File: src/rtl/fib_stream_gen.sv
// Seeded generalised-Fibonacci term source over valid/ready; FIB_SAT_EN selects saturating sums instead of wrap.
// Latency: first term one cycle after an accepted start; one term per cycle while out_ready=1, term held stable while out_ready=0.
module fib_stream_gen #(
  parameter int bW = 8,
  parameter int CW = 8
) (
  input  logic          clk,
  input  logic          rst,
  input  logic          start,
  input  logic [bW-1:0] seed_a,
  input  logic [bW-1:0] seed_b,
  input  logic [CW-1:0] num_terms,
  input  logic          out_ready,
  output logic          out_valid,
  output logic [bW-1:0] out_data,
  output logic          busy,
  output logic          done,
  output logic          ovf
);

  typedef enum logic [1:0] {
    S_IDLE,
    S_RUN,
    S_DONE
  } state_t;

  state_t        state_q, state_d;
  logic [bW-1:0] cur_q;
  logic [bW-1:0] nxt_q;
  logic          nxt_c_q;
  logic [CW-1:0] cnt_q;
  logic          ovf_q;
  logic [bW:0]   sum;
  logic [bW-1:0] sum_term;
  logic          accept;
  logic          fire;
  logic          last;

  // cur_q is the presented term, nxt_q the one after it; nxt_c_q remembers its carry
  assign sum = {1'b0, cur_q} + {1'b0, nxt_q};

`ifdef FIB_SAT_EN
  assign sum_term = sum[bW] ? {bW{1'b1}} : sum[bW-1:0];
`else
  assign sum_term = sum[bW-1:0];
`endif

  always_comb begin
    state_d = state_q;
    accept  = 1'b0;
    fire    = 1'b0;
    last    = (cnt_q == CW'(1));
    case (state_q)
      S_IDLE: begin
        if (start) begin
          accept  = 1'b1;
          state_d = (num_terms == '0) ? S_DONE : S_RUN;
        end
      end
      S_RUN: begin
        if (out_ready) begin
          fire = 1'b1;
          if (last) state_d = S_DONE;
        end
      end
      S_DONE:  state_d = S_IDLE;
      default: state_d = S_IDLE;
    endcase
  end

  always_ff @(posedge clk or negedge rst) begin
    if (!rst) begin
      state_q <= S_IDLE;
      cur_q   <= '0;
      nxt_q   <= '0;
      nxt_c_q <= 1'b0;
      cnt_q   <= '0;
      ovf_q   <= 1'b0;
    end else begin
      state_q <= state_d;
      if (accept) begin
        cur_q   <= seed_a;
        nxt_q   <= seed_b;
        nxt_c_q <= 1'b0;
        cnt_q   <= num_terms;
        ovf_q   <= 1'b0;
      end else if (fire) begin
        cnt_q <= cnt_q - CW'(1);
        // On the final handshake the last term stays on out_data
        if (!last) begin
          cur_q   <= nxt_q;
          nxt_q   <= sum_term;
          nxt_c_q <= sum[bW];
          ovf_q   <= ovf_q | nxt_c_q;
        end
      end
    end
  end

  assign out_valid = (state_q == S_RUN);
  assign busy      = (state_q != S_IDLE);
  assign done      = (state_q == S_DONE);
  assign out_data  = cur_q;
  assign ovf       = ovf_q;

endmodule
File: config.mk
export PLATFORM = sky130hd
export DESIGN_NAME = fib_stream_gen
export DESIGN_NICKNAME = d
export VERILOG_FILES = /design/src/rtl/fib_stream_gen.sv
export SDC_FILE = /design/constraint.sdc
export NUM_CORES = 1
export LEC_CHECK = 0
export CORE_AREA = 3 3 58 71
export DETAILED_ROUTE_END_ITERATION = 10
export DIE_AREA = 0 0 61 74
export PLACE_DENSITY = 0.84
export SETUP_SLACK_MARGIN = 0.3
export SYNTH_ARGS = -nofsm -noshare
export SYNTH_HDL_FRONTEND = slang
export SYNTH_SLANG_ARGS = --single-unit
File: constraint.sdc
create_clock -name clk -period 2 [get_ports clk]
set_input_delay 0.6 -clock clk [delete_from_list [all_inputs] [get_ports clk]]
set_output_delay 0.6 -clock clk [all_outputs]
set_load 0.02 [all_outputs]
After elaboration in Yosys (flattened, before gate mapping)
Cells that the tools add are included.
{ "totals": {"reg_bits": 28, "latch_bits": 0, "mem_bits_rw": 0, "romBits": 0, "in_bits": 28, "out_inout_bits": 12, "word_cells": 45, "mem_count": 0} }
{ "op_classes": {"add_sub_neg": 2, "mul": 0, "div_mod_pow": 0, "n_lt_le_gt_ge": 0, "n_eq_ne": 7, "n_shift": 0, "muxes": 23, "bitwise_logic": 1, "reduce_logical": 6} }
{ "op_table": {"columns": ["cell", "count"], "rows": [
  ["8-bit 2-to-1 mux", 8],
  ["1-bit 2-to-1 mux", 10],
  ["8-bit by 8-bit adder with 9-bit output", 1],
  ["8-bit by 1-bit equality test with 1-bit output, second input constant", 1],
  ["8-bit logical NOT", 1],
  ["2-bit 2-to-1 mux", 4],
  ["8-bit by 1-bit subtractor with 8-bit output, second input constant", 1],
  ["2-bit != test, second input constant", 3],
  ["2-bit one-hot mux with 2 select lines", 1],
  ["2-bit nonzero test", 2],
  ["3-bit AND reduction", 1],
  ["2-bit by 1-bit equality test with 1-bit output, second input constant", 1],
  ["2-bit equality test, second input constant", 1],
  ["2-bit logical NOT", 1],
  ["2-bit by 1-bit != test with 1-bit output, second input constant", 1],
  ["2-bit AND reduction", 1],
  ["1-bit OR", 1]
]} }

Depth between registers and ports, before layout
Gate-level depths: netlist of run 1.
{ "depth": {"depth_word": 4, "depth_mapped": 8, "depth_no_buf": 8} }

Least setup slack after synthesis of run 1
Ideal clock, no wire load.
{ "synth_timing": {"path_kind": "flip-flop to flip-flop", "from": "reg cur_q[4], in the netlist out_data[4]", "to": "reg nxt_c_q", "setup_time_ps": 136, "arrival_time_ps": 1702, "t_required_ps": 1864, "path_slack_ps": 162, "stages_incl_launch_ff": 7, "n_path_buf": 0, "synth_period_minus_slack_ps": 1838, "path_cell_list": "dfrtp_1 > ha_1 > a21o_1 > a21oi_1 > nand2_1 > a2111oi_0 > nor3_1"} }
{ "synth_via": {"elab_chain_len": 4} }
{ "synth_rtl": {"columns": ["element", "line", "source"], "rows": [
  ["from (decl)", "28", "logic [bW-1:0] cur_q;"],
  ["from (signal assigned)", "91", "cur_q <= nxt_q;"],
  ["8-bit by 8-bit adder with 9-bit output", "40", "assign sum = {1'b0, cur_q} + {1'b0, nxt_q};"],
  ["1-bit 2-to-1 mux", "90", "if (!last) begin"],
  ["1-bit 2-to-1 mux", "87", "end else if (fire) begin"],
  ["1-bit 2-to-1 mux", "81", "if (accept) begin"],
  ["to (signal assigned)", "93", "nxt_c_q <= sum[bW];"],
  ["to (decl)", "30", "logic nxt_c_q;"]
]} }
Every way passes these cells. The select of a mux whose other input is x is not followed.
A chain may end at the register's enable or synchronous reset.

Final worst setup path of run 1
{ "layout_timing": {"from": "reg state_q[1]", "to": "reg cur_q[1], in the netlist out_data[1]"} }
{ "layout_via": {"elab_chain_len": 4, "elab_cells_between_ends": 8, "classes_between": "eq/ne (2); mux (3); reduce/logical (3)"} }
{ "layout_rtl": {"columns": ["element", "line", "source"], "rows": [
  ["from (decl)", "27", "state_t state_q, state_d;"],
  ["from (signal assigned)", "80", "state_q <= state_d;"],
  ["2-bit logical NOT or 2-bit by 1-bit equality test with 1-bit output (tied branches)", "53", "case (state_q)"],
  ["1-bit 2-to-1 mux", "53", null],
  ["2-bit != test (no source line) or 2-bit nonzero test (tied branches)", null, null],
  ["2-bit AND reduction (no source line)", null, null]
]} }
Parallel ways exist; a longest one is shown, timed or not.

==> results of run 1 <==
worst max-delay path, delay by kind of cell, from the launching register on:
family	cells	cell delay (ns)
DFF	1	0.41
and+or+nand+nor	2	0.25
buffers and inverters	4	0.55
AOI/OAI and AO/OA	2	0.48
per-layer routing:
layer / vias up / track usage [%] / part of all wire [%]
met5: - / 0 / 0
met1: 775 / 23.61 / 41
met2: 62 / 37.93 / 53
li1: 761 / - / -
met4: 0 / 6.265 / 2.1
met3: 12 / 3.819 / 4.1
path summary, 6_finish.rpt:
kind / to / slack [ns] / depth (start not counted)
hold / removal: ovf / 0.52 / 2
setup reg to reg: out_data[1] / 0.19 / 8
setup / recovery: out_data[1] / 0.19 / 8
hold reg to reg: ovf / 0.52 / 2
max in group asynchronous: cnt_q[3] / 1.00 / 2
min in group asynchronous: state_q[1] / 0.70 / 2
cells in the mapped netlist (2+ instances only):
cell      instances  area share, %
dfrtp_1          28             43
a21o_1            2           0.91
a22oi_1          12            5.5
a31oi_1           2           0.76
o211ai_1          5            2.3
nor2b_1           4            1.5
a221o_1           6            3.7
buf_2             3           0.91
o21ai_0           2           0.61
nor2_1            9            2.1
xnor2_1           4            2.1
xor2_1            2            1.1
a21oi_1           4            1.2
and2_1            2           0.76
nor3_1            4            1.2
inv_1             6            1.4
o311ai_1          3            1.6
nand3_1           4            1.2
o21ai_1           4            1.2
nor4_1            2           0.76
ha_1             10            7.6
nand2_1          28            6.4
per-stage QoR:
stage	hold slack, ns	TNS [ns]	utilization (%)	setup slack, ns
after floorplan	0.3044	0	-	0.3114
after global placement	0.4780	-0.7936	63.31	-0.1011
after detailed placement	0.4816	-1.017	63.31	-0.1370
after CTS	0.5277	0	67.23	0.1525
after global routing	0.5355	0	71.04	0.09730
final	0.5195	0	71.04	0.1940
final cells by class:
class / count / area (sq um) / share of cell area, %
Multi-Input combinational cell: 129 / 1042 / 41.05
Clock buffer: 4 / 55.05 / 2.169
Sequential cell: 28 / 706.9 / 27.85
Timing Repair Buffer: 70 / 663.1 / 26.12
Inverter: 6 / 22.52 / 0.8871
Tap cell: 39 / 48.80 / 1.922
power by group:
part           total (W)  switching, W  leakage, nW  internal, W
Clock           0.000355      0.000179       0.0288     0.000176
Combinational    0.00260       0.00129        0.736      0.00131
Sequential       0.00118      0.000320        0.337     0.000856
what timing repair did:
item	CTS	global route
buffers inserted	7	6
gates resized for setup	35	26
setup endpoints to repair	35	27
pin swaps	6	12
hold endpoints to repair	0	0
flip-flops by register name, summed over array words and instances, names as in the netlist:
name and count:
ovf 1, nxt_q 8, cnt_q 8, state_q 2, nxt_c_q 1, out_data 8
cells by family after synthesis:
family	count (synthesis)	synth area share (%)
simple gates	65	20.64
flops	28	42.65
fa+ha+maj	11	8.835
compound gates	46	21.10
buf+inv	11	2.970
mux	1	0.6093
xor+xnor	6	3.199
==> results.json, run 1 <==
{
  "worst-slew-pin-transition_ns": 0.3796,
  "layout_common_cells": "nand2_1 (26), clkdlybuf4s50_1 (26), dfrtp_1 (23)",
  "min_delay_src": "ovf",
  "final.min_clock_period_ns": 1.806,
  "fp.coreArea_sq_mm": 0.003573,
  "timing.final.setup_violations": 0,
  "post-layout-total-power_w": 0.004133,
  "finalClockSkew_ns": 0.005202,
  "die_area_sq_mm": 0.004514,
  "number_of_antenna_violations_at_the_first_check_in_global_routing": 0,
  "chipHeight_microns": 74,
  "syn-num-nets": 207,
  "finalHoldViolations": 0,
  "die_width_microns": 61,
  "timing.setup.critical_path_class": "reg2reg",
  "layout.nets": 277,
  "dr.pass1.iters": 5,
  "synth_enable_flop_cells": 0,
  "detailedRoute.firstIterationViolations": 57,
  "final_layout_size_suffix_gt1_share_pct": 29.54,
  "grt_start_max_net_pins": 29,
  "gpl.final_weighted_congestion": 0.9249,
  "initial_utilization_pct": 45.97,
  "grt_first_pass_wirelength_microns": 7065,
  "clock_tree_from_tritoncts": "done",
  "place.port_buffers": 39,
  "worstSetupStartpointType": "flip-flop",
  "max_freq_mhz": 553.7,
  "areaGrowthSynthToFinish_pct": 54.53,
  "clock_tree_buf_depth": 2,
  "dpl.cell_count": 259,
  "global_route.usage.total_pct": 20.58,
  "vdd_drop_max_uv": 890.0,
  "hold_path.class": "reg2reg",
  "postCtsHoldBufs": 0,
  "most_frequent_cell_on_the_critical_path": "buf_6",
  "critical_path.max_stage_delay_ns": 0.41,
  "maxSlewHeadroom_pct": 74.60,
  "vias_per_cell": 5.833,
  "synth_cell_types": 44,
  "cts.sink_count": 28,
  "cts.reportedPaths.clkPinSlew_ns": 0.10,
  "route.final.wire_length_microns": 4733,
  "area_after_dpl_sq_mm": 0.002262,
  "residual_drc_count": 0,
  "asyncSetResetFlopFracSynth_pct": 100.0,
  "critPathLaunch": "state_q[1]",
  "vias_in_the_first_global_route": 1592,
  "yosysWarnings": 0,
  "dpl.hpwl_microns": 3123,
  "fin_cells": 276,
  "maxCapViolCount": 0,
  "critical_path.cell_chain": "buf_6 -> buf_6 -> nand3b_1 -> buf_4 -> a31oi_4 -> buf_6 -> nor3_4 -> a221o_1",
  "cts_inserted_buffers": 3,
  "grt_remaining_overflow": 0,
  "slowest_stage": "dfrtp_1",
  "clockRootBuffer": "clkbuf_8",
  "synth-seq-area-share_pct": 42.65,
  "worstPathArrival_ns": 1.97,
  "outcome": "completed",
  "layout.filler_cells": 268,
  "timing.critical_path.required_ns": 2.17,
  "num_io_pins": 40,
  "dominantRegCellSynth": "dfrtp_1",
  "row_count": 24,
  "power_leakage_nw": 1.101,
  "post_synth_inst_count": 168,
  "via_count": 1610,
  "final_min_period_over_clock_period_pct": 90.30,
  "synth_area_sq_mm": 0.001643,
  "fin_area_sq_mm": 0.002539,
  "rsz0062_at_grt": "true",
  "detail-route-antenna-nets": 0,
  "syn_avg_cell_area_sq_um": 9.779,
  "insertion_delay_ns": 0.27,
  "pwr_density_cell_mw_per_mm2": 1628,
  "wl_per_cell_microns": 17.15,
  "cts_max_level": 1,
  "ys_ff_latch": 28,
  "regToRegStartpoint": "state_q[1]",
  "antenna_cells": 0,
  "report.final.slew_viol_count": 0,
  "worst-path-max-fanout": 4,
  "critPathCaptureType": "flip-flop"
}
No activity file was read; power rests on OpenSTA's default activity.
==> run 2: changes to the inputs <==
CORE_AREA = 3 3 57 70   (was 3 3 58 71)
DIE_AREA = 0 0 60 73   (was 0 0 61 74)
GPL_TIMING_DRIVEN = 0   (was unset)
PLACE_DENSITY = 0.86   (was 0.84)
SKIP_CTS_REPAIR_TIMING = 1   (was unset)
==> run 2 against run 1 <==
Critical path depth shrank 6. Die area is 3.0% lower. Non-clock buffer count is 15 lower. Via count decreased by 6.8%.
==> results.json, run 2 (synthesis results as in run 1) <==
{
  "maxSlewHeadroom_pct": 60.16,
  "vdd_drop_max_uv": 1048,
  "die_width_microns": 60,
  "wl_per_cell_microns": 15.88,
  "dr.pass1.iters": 4,
  "critPathLaunch": "state_q[1]",
  "multi_input_area_sq_mm": 0.001012,
  "detailedRoute.firstIterationViolations": 71,
  "fin_area_sq_mm": 0.002405,
  "final_layout_size_suffix_gt1_share_pct": 21.62,
  "layout_common_cells": "nand2_1 (26), clkdlybuf4s50_1 (26), dfrtp_1 (25)",
  "global_route.usage.total_pct": 19.23,
  "ff_latch_area_sq_um": 704.4,
  "report.final.slew_viol_count": 0,
  "r2r_slack_ns": 0.24,
  "worstPathArrival_ns": 1.20,
  "maxCapViolCount": 0,
  "route.final.wire_length_microns": 4112,
  "num_io_pins": 40,
  "crit-reg2reg-capture": "nxt_c_q",
  "final.min_clock_period_ns": 1.798,
  "critPathCaptureType": "output port",
  "layout.nets": 262,
  "cts.sink_count": 28,
  "worstSetupStartpointType": "flip-flop",
  "clock_tree_from_tritoncts": "done",
  "timing.setup.critical_path_class": "reg2out",
  "rr_worst_depth": 8,
  "hold-path-cell-count": 2,
  "power_leakage_nw": 1.120,
  "areaGrowthSynthToFinish_pct": 46.38,
  "timing.final.setup_violations": 0,
  "finalHoldViolations": 0,
  "final_min_period_over_clock_period_pct": 89.88,
  "grt_start_max_net_pins": 29,
  "row_count": 23,
  "fin_util_pct": 72.04,
  "min_delay_src": "ovf",
  "antenna_cells": 0,
  "min_delay_worst_endpoint": "ovf",
  "number_of_antenna_violations_at_the_first_check_in_global_routing": 0,
  "layout.filler_cells": 244,
  "gpl.final_weighted_congestion": 0.8185,
  "vias_per_cell": 5.795,
  "regToRegStartpoint": "out_data[0]",
  "vias_in_the_first_global_route": 1488,
  "area_after_dpl_sq_mm": 0.002126,
  "timing.critical_path.required_ns": 1.40,
  "finalClockSkew_ns": 0.01147,
  "worst-path-max-fanout": 5,
  "max_freq_mhz": 556.3,
  "die_area_sq_mm": 0.004380,
  "cts_max_level": 1,
  "clockRootBuffer": "clkbuf_8",
  "dpl.hpwl_microns": 2812,
  "place.port_buffers": 39,
  "insertion_delay_ns": 0.29,
  "fp.coreArea_sq_mm": 0.003338,
  "pwr_density_cell_mw_per_mm2": 1640,
  "cts_inserted_buffers": 3,
  "grt_remaining_overflow": 0,
  "outcome": "completed",
  "hold_path.class": "reg2reg",
  "initial_utilization_pct": 49.21,
  "rsz0062_at_grt": "true",
  "residual_drc_count": 0,
  "grt_first_pass_wirelength_microns": 6458,
  "via_count": 1501,
  "chipHeight_microns": 73,
  "cts.reportedPaths.clkPinSlew_ns": 0.10,
  "detail-route-antenna-nets": 0,
  "post-layout-total-power_w": 0.003945,
  "clock_tree_buf_depth": 2,
  "worst-slew-pin-transition_ns": 0.5958
}
run 2: cell count changes in the layout (fill, tap and decap cells not counted), sizes merged:
cell	previous run	this run
dlymetal6s2s	0	11
clkbuf	4	7
buf	34	15
dlygate4sd2	10	0
run 2: final cells by class:
class | count | share of cell area (%)
Buffer | 5 | 2.081
Clock buffer | 4 | 2.289
Inverter | 6 | 0.9365
Multi-Input combinational cell | 129 | 42.09
Sequential cell | 28 | 29.29
Tap cell | 37 | 1.925
Timing Repair Buffer | 50 | 21.38
run 2: per-layer routing:
metal / up-vias / part of all wire [%] / global-route usage [%]
met5: - / 0 / 0
met4: 0 / 2.2 / 9.360
met3: 7 / 5.8 / 2.478
met2: 48 / 49 / 32.57
met1: 713 / 43 / 23.57
li1: 733 / - / -
run 2: metrics by stage:
| stage | setup WS (ns) | TNS [ns] | std cells | hold WS, ns |
|---|---|---|---|---|
| after floorplan | 0.3114 | 0 | 168 | 0.3044 |
| after global placement | -0.2865 | -6.945 | 244 | 0.4722 |
| after detailed placement | -0.3000 | -8.444 | 244 | 0.4759 |
| after CTS | -0.1537 | -0.3288 | 248 | 0.4897 |
| after global routing | 0.1610 | 0 | 259 | 0.5307 |
| final | 0.2024 | 0 | 259 | 0.5021 |
run 2: where the power goes:
part | internal, W | total [W] | switching, W
Sequential | 0.000852 | 0.00116 | 0.000304
Clock | 0.000177 | 0.000366 | 0.000189
Combinational | 0.00122 | 0.00242 | 0.00120
Total | 0.00225 | 0.00394 | 0.00169
run 2: worst max-delay path, stage by stage (launching register included):
cell	delay, ns
dfrtp_1	0.43
and2b_1	0.25
dlymetal6s2s_1	0.23
run 2: how the worst max path moves through the flow:
stage	to	slack [ns]
2_1_floorplan	nxt_q[6]	0.31
3_3_place_gp	nxt_q[5]	-0.29
3_5_place_dp	nxt_q[6]	-0.30
4_1_cts	out_valid	-0.15
5_1_grt	nxt_c_q	0.16
6_report	out_valid	0.20
